<file path="src/rtl/rv32i_pkg.sv">
// Shared types and constants for the RV32I fetch-side PC controller.
package rv32i_pkg;

   typedef enum logic [1:0] {
      ST_BOOT     = 2'd0,
      ST_REQ      = 2'd1,
      ST_WAIT_RSP = 2'd2,
      ST_DRAIN    = 2'd3
   } pc_state_e;

   localparam logic [31:0] RESET_PC_DEFAULT = 32'h0000_0000;
   localparam logic [31:0] INSTR_NOP        = 32'h0000_0013;

endpackage

</file>
<file path="src/rtl/rv32i_pc_ctrl_if.sv">
// Instruction-memory request/response bus between the PC controller and imem.
interface rv32i_pc_ctrl_if #(
   parameter int WIDTH = 32
) ();

   logic             o_imem_req;
   logic [WIDTH-1:0] o_imem_addr;
   logic             i_imem_gnt;
   logic             i_imem_rvalid;
   logic [31:0]      i_imem_rdata;

   modport master (
      output o_imem_req,
      output o_imem_addr,
      input  i_imem_gnt,
      input  i_imem_rvalid,
      input  i_imem_rdata
   );

   modport slave (
      input  o_imem_req,
      input  o_imem_addr,
      output i_imem_gnt,
      output i_imem_rvalid,
      output i_imem_rdata
   );

endinterface

</file>
<file path="src/rtl/rv32i_redirect_mux.sv">
// Redirect priority select: EX branch/JALR beats ID JAL. Target is word aligned.
module rv32i_redirect_mux #(
   parameter int WIDTH = 32
) (
   input  logic             br_taken,
   input  logic [WIDTH-1:0] br_target,
   input  logic             jal_valid,
   input  logic [WIDTH-1:0] jal_target,
   output logic             redir_valid,
   output logic [WIDTH-1:0] redir_target
);

   localparam logic [WIDTH-1:0] ALIGN_MASK = ~WIDTH'(3);

   // pick the highest-priority redirect source and clear the byte offset
   always_comb begin
      redir_valid  = br_taken | jal_valid;
      redir_target = jal_target & ALIGN_MASK;
      if (br_taken) begin
         redir_target = br_target & ALIGN_MASK;
      end
   end

endmodule

</file>
<file path="src/rtl/rv32i_pc_ctrl.sv">
// Fetch PC controller: issues one imem request at a time, buffers the response
// into a single IF/ID slot and handles branch/JAL redirects.
//
// state    | meaning
// ---------+--------------------------------------------------------------
// BOOT     | one idle cycle after reset release, no request
// REQ      | may issue a request for fetch_pc
// WAIT_RSP | request granted, waiting for its response
// DRAIN    | redirected with a request in flight; next response is dropped
module rv32i_pc_ctrl
   import rv32i_pkg::*;
#(
   parameter int               WIDTH    = 32,
   parameter logic [WIDTH-1:0] RESET_PC = WIDTH'(RESET_PC_DEFAULT)
) (
   input  logic             clk,
   input  logic             rst,
   input  logic             i_stall,
   input  logic             i_br_taken,
   input  logic [WIDTH-1:0] i_br_target,
   input  logic             i_jal_valid,
   input  logic [WIDTH-1:0] i_jal_target,
   rv32i_pc_ctrl_if.master  imem,
   output logic             o_if_valid,
   output logic [WIDTH-1:0] o_if_pc,
   output logic [31:0]      o_if_instr,
   input  logic             i_if_ready,
   output logic             o_flush
);

   pc_state_e        state;
   pc_state_e        state_nxt;
   logic [WIDTH-1:0] fetch_pc;
   logic [WIDTH-1:0] issued_pc;
   logic             redir_valid;
   logic [WIDTH-1:0] redir_target;
   logic             redir_acc;
   logic             buf_free;
   logic             req;
   logic             fire;
   logic             rsp_capture;

   rv32i_redirect_mux #(.WIDTH(WIDTH)) u_redirect_mux (
      .br_taken     (i_br_taken),
      .br_target    (i_br_target),
      .jal_valid    (i_jal_valid),
      .jal_target   (i_jal_target),
      .redir_valid  (redir_valid),
      .redir_target (redir_target)
   );

   // handshake qualifiers; a response is only kept when no redirect kills it
   always_comb begin
      buf_free    = !o_if_valid || i_if_ready;
      redir_acc   = redir_valid && (state != ST_BOOT);
      req         = (state == ST_REQ) && !i_stall && buf_free;
      fire        = req && imem.i_imem_gnt;
      rsp_capture = (state == ST_WAIT_RSP) && imem.i_imem_rvalid && !redir_acc;
   end

   assign imem.o_imem_req  = req;
   assign imem.o_imem_addr = fetch_pc;
   assign o_flush          = redir_acc;

   // next-state decode
   always_comb begin
      state_nxt = state;
      unique case (state)
         ST_BOOT: state_nxt = ST_REQ;
         ST_REQ: begin
            if (fire) begin
               state_nxt = redir_acc ? ST_DRAIN : ST_WAIT_RSP;
            end
         end
         ST_WAIT_RSP: begin
            // a redirect coinciding with the response drops it right here,
            // so there is nothing left to drain
            if (imem.i_imem_rvalid) begin
               state_nxt = ST_REQ;
            end else if (redir_acc) begin
               state_nxt = ST_DRAIN;
            end
         end
         ST_DRAIN: begin
            if (imem.i_imem_rvalid) begin
               state_nxt = ST_REQ;
            end
         end
         default: state_nxt = ST_BOOT;
      endcase
   end

   // state register
   always_ff @(posedge clk or posedge rst) begin
      if (rst) begin
         state <= ST_BOOT;
      end else begin
         state <= state_nxt;
      end
   end

   // fetch and issued PC; a redirect overrides the sequential increment
   always_ff @(posedge clk or posedge rst) begin
      if (rst) begin
         fetch_pc  <= RESET_PC;
         issued_pc <= '0;
      end else begin
         if (fire) begin
            issued_pc <= fetch_pc;
         end
         if (redir_acc) begin
            fetch_pc <= redir_target;
         end else if (fire) begin
            fetch_pc <= fetch_pc + WIDTH'(4);
         end
      end
   end

   // IF/ID output slot
   always_ff @(posedge clk or posedge rst) begin
      if (rst) begin
         o_if_valid <= 1'b0;
         o_if_pc    <= '0;
         o_if_instr <= INSTR_NOP;
      end else begin
         if (redir_acc) begin
            o_if_valid <= 1'b0;
         end else if (rsp_capture) begin
            o_if_valid <= 1'b1;
            o_if_pc    <= issued_pc;
            o_if_instr <= imem.i_imem_rdata;
         end else if (o_if_valid && i_if_ready) begin
            o_if_valid <= 1'b0;
         end
      end
   end

endmodule

</file>
<file path="src/flat_wrapper.sv">
// flat-port wrapper written by rule: the top's interface ports become plain ports
module rv32i_pc_ctrl_flat import rv32i_pkg::*;
#(
   parameter int               WIDTH    = 32,
   parameter logic [WIDTH-1:0] RESET_PC = WIDTH'(RESET_PC_DEFAULT)
)
  (clk, rst, i_stall, i_br_taken, i_br_target, i_jal_valid, i_jal_target, o_if_valid, o_if_pc, o_if_instr, i_if_ready, o_flush, imem_o_imem_req, imem_o_imem_addr, imem_i_imem_gnt, imem_i_imem_rvalid, imem_i_imem_rdata);
  rv32i_pc_ctrl_if #(.WIDTH(WIDTH)) imem_i ();
  input  logic clk;
  input  logic rst;
  input  logic i_stall;
  input  logic i_br_taken;
  input  logic [WIDTH-1:0] i_br_target;
  input  logic i_jal_valid;
  input  logic [WIDTH-1:0] i_jal_target;
  output logic o_if_valid;
  output logic [WIDTH-1:0] o_if_pc;
  output logic [31:0] o_if_instr;
  input  logic i_if_ready;
  output logic o_flush;
  output wire logic [$bits(imem_i.o_imem_req)-1:0] imem_o_imem_req;
  output wire logic [$bits(imem_i.o_imem_addr)-1:0] imem_o_imem_addr;
  input wire logic [$bits(imem_i.i_imem_gnt)-1:0] imem_i_imem_gnt;
  input wire logic [$bits(imem_i.i_imem_rvalid)-1:0] imem_i_imem_rvalid;
  input wire logic [$bits(imem_i.i_imem_rdata)-1:0] imem_i_imem_rdata;
  assign imem_o_imem_req = imem_i.o_imem_req;
  assign imem_o_imem_addr = imem_i.o_imem_addr;
  assign imem_i.i_imem_gnt = imem_i_imem_gnt;
  assign imem_i.i_imem_rvalid = imem_i_imem_rvalid;
  assign imem_i.i_imem_rdata = imem_i_imem_rdata;
  rv32i_pc_ctrl #(.WIDTH(WIDTH), .RESET_PC(RESET_PC)) u_core (.clk(clk), .rst(rst), .i_stall(i_stall), .i_br_taken(i_br_taken), .i_br_target(i_br_target), .i_jal_valid(i_jal_valid), .i_jal_target(i_jal_target), .imem(imem_i), .o_if_valid(o_if_valid), .o_if_pc(o_if_pc), .o_if_instr(o_if_instr), .i_if_ready(i_if_ready), .o_flush(o_flush));
endmodule
</file>
<file path="config.mk">
export PLATFORM = sky130hd
export DESIGN_NAME = rv32i_pc_ctrl_flat
export DESIGN_NICKNAME = d
export VERILOG_FILES = /design/src/rtl/rv32i_pkg.sv /design/src/rtl/rv32i_pc_ctrl_if.sv /design/src/rtl/rv32i_redirect_mux.sv /design/src/rtl/rv32i_pc_ctrl.sv /design/src/flat_wrapper.sv
export SDC_FILE = /design/constraint.sdc
export NUM_CORES = 1
export LEC_CHECK = 0
export CORE_MARGIN = 2
export CORE_UTILIZATION = 49
export CTS_BUF_LIST = sky130_fd_sc_hd__clkbuf_16
export DETAILED_ROUTE_END_ITERATION = 10
export GPL_TIMING_DRIVEN = 0
export HOLD_SLACK_MARGIN = 0.05
export PLACE_DENSITY_LB_ADDON = 0.12
export SLEW_MARGIN = 5
export SYNTH_ARGS = -nofsm -noshare
export SYNTH_HDL_FRONTEND = slang
export SYNTH_SLANG_ARGS = --single-unit
</file>
<file path="constraint.sdc">
create_clock -name clk -period 6.3 [get_ports clk]
set_input_delay 0.945 -clock clk [delete_from_list [all_inputs] [get_ports clk]]
set_output_delay 0.945 -clock clk [all_outputs]
set_load 0.005 [all_outputs]
</file>
==> results.cfg <==
[pwr]
power_density_mw_per_mm2 = 459
cellLeakagePower_nw = 3.62
power_mw = 3.87
ir_drop_mv = 0.274

[placement]
gp_congestion = 0.803
pre_cts_slack_ns = 2.63
portBuffers = 194
dp.cells = 856
hpwl_um = 11000

[global_routing]
antenna_found_initial = 0
grt_max_degree = 72
grt_overflow = 0
grt_pass1_wl_um = 24200
grt_use_total = 0.246
grt_pass1_vias = 4743

[yosys]
synth_simple_gate_area_frac = 0.166
netlist_instances = 515
synthXorXnorAreaFrac = 0.0369
synthMuxAreaShare = 0.129
synth_compound_area_frac = 0.0757
ys_warn_count = 0
synth_most_common_cell = dfrtp_1
ys.flop_type = dfrtp_1
synth_top_family_by_area = simple AND/OR/NAND/NOR gates
synth_common_cells = dfrtp_1, nand2_1, mux2_2, nor2b_1, a211oi_1
netlist.area_leader.share = 0.536
ys_ff_latch = 125
synth-edff-count = 0
yosysTopAreaCell = dfrtp_1
async_flop_share = 1.00
syn_avg_cell_area_um2 = 11.1
synth.distinct_cells = 38
synthesis.area_mm2 = 0.00570
synth_fa_ha_area_frac = 0.0110
yosysSeqAreaShare = 0.549
synth_area_leaders = dfrtp_1, mux2_2, nand2_1, a211oi_1, nor2b_1

[finish]
final_nets = 841
final_layout_size_suffix_gt1_frac = 0.157
area_growth_syn_to_layout_pct = 48.0
final_core_util = 0.742
diodes = 0
stdcell_count = 888

[critical_path]
cp_max_fo = 9
r2r-start = u_core.state[0]
critPathLaunchType = input pin
critical_path_required_ns = 5.35
path_class = in2out
reg2reg_depth = 7
r2r_slack_ns = 3.88
crit_arrival_ns = 2.72
r2r-end = u_core.o_if_instr[24]
worst_setup_path_end_kind = output pin

[drt]
drc_errors = 0
num_vias = 4648
avgRoutedWirePerCell_um = 16.8
wirelength_um = 14900
drtIter0Drc = 237
antenna_left = 0
vias_per_cell = 5.23
firstDrtPassIters = 4

[clock_network]
cts_buffers = 17
path_clk_slew_ns = 0.06
post_cts_buffers = 0
holdBufCountCts = 0
clk_latency_ns = 0.41
cts_resized = 0
ctsLongestPathBuffers = 2
cts.sinks = 125
cts_tree = yes
htree_num_levels = 4
clock-root-buffer = clkbuf_16

[run_status]
run_status = finished, final reports clean

[die]
core_area_mm2 = 0.0114
fp.dieArea_mm2 = 0.0125
io_pins = 203
fp.dieW_um = 112
initial_utilization = 0.501
row_count = 39
die_y_um = 112

[worst_hold_path]
hold_end = u_core.issued_pc[3]
hp-start = u_core.issued_pc[3]
hold_depth = 2
hold_class = reg2reg

[timing]
max_freq_mhz = 273
setup_viol = 0
rsz0062_at_grt = false
relSlewSlack = 0.345
min_period_ns = 3.67
finClkSkew_ns = 0.00971
finalHoldViolations = 0
fin_crit_sh = 0.582
worst_pin_slew_ns = 0.980
setup_ws_ns = 2.63
slew_viol_final = 0
fin_tns_setup_ns = 0

[run]
cap_violations = 0
-- worst max-delay path by stage --
stage,from,cells after the start,to,slack [ns]
after floorplan,rst,1,u_core.imem.o_imem_addr[10],2.03
after global placement,rst,2,u_core.o_if_pc[5],0.39
after detailed placement,i_br_taken,6,o_flush,2.63
after CTS,i_br_taken,6,o_flush,2.63
after global routing,i_br_taken,6,o_flush,2.49
final,i_br_taken,6,o_flush,2.63
-- area by class of cell --
class                   count  area [um2]
multi-input cells         354        2400
repair buffers            195        1970
well taps                 143         179
clock buffers              17         425
fillers                   824        2930
inverters                   7        31.3
plain buffers              32         149
clock inverters            15         148
flip-flops and latches    125        3130
-- critical path, stage by stage --
cell and delay (ns):
clkdlybuf4s50_1 0.53, nor2_1 0.06, or2_2 0.27, clkbuf_1 0.18
inv_1 0.20, clkdlybuf4s50_1 0.54
-- sequential cells by signal (all words and copies together) (netlist names) --
name	cells
u_core.o_if_instr	32
u_core.state	2
u_core.o_if_valid	1
u_core.imem.o_imem_addr	30
u_core.o_if_pc	30
u_core.issued_pc	30
-- power breakdown --
part | leakage, nW | internal (mW) | switching, mW | total (mW)
Sequential | 1.54 | 1.19 | 0.305 | 1.49
Clock | 0.260 | 0.579 | 0.371 | 0.950
Combinational | 1.82 | 0.879 | 0.553 | 1.43
-- layout by cell type (no fill, tap or decap), types with 5 or more instances in the layout --
cell / instances
buf_2: 11
nand4_1: 13
nor2b_1: 31
a211oi_1: 28
ha_1: 5
xnor2_1: 8
o21ai_0: 10
clkbuf_16: 17
nand3_1: 10
clkdlybuf4s50_1: 194
clkinvlp_4: 6
xor2_1: 16
a21oi_1: 25
dfrtp_1: 122
mux2_2: 62
clkbuf_1: 16
nand2_1: 99
a31oi_1: 5
inv_1: 6
-- metal layers --
metal | up-vias | track usage | share of wire
met5 | - | 0 | 0
li1 | 2222 | - | -
met1 | 2252 | 0.305 | 0.41
met4 | 0 | 0.0733 | 0.0095
met3 | 18 | 0.0593 | 0.062
met2 | 156 | 0.428 | 0.52
-- logic make-up (layout without fill, tap and decap cells) --
group           Yosys count  count (layout)
simple gates            185             185
flops                   125             125
compound gates           70              70
mux                      66              66
buf+inv                  39             266
xor+xnor                 24              24
fa+ha+maj                 5               5
other cells               1               4
-- metrics by stage --
step / instance area, um2 / hold slack, ns
6_report: 8440 / 0.469
2_1_floorplan: 5710 / 0.442
3_3_place_gp: 7830 / 0.455
5_1_grt: 8440 / 0.493
4_1_cts: 8440 / 0.474
3_5_place_dp: 7870 / 0.459
No activity file was read; power rests on OpenSTA's default activity.
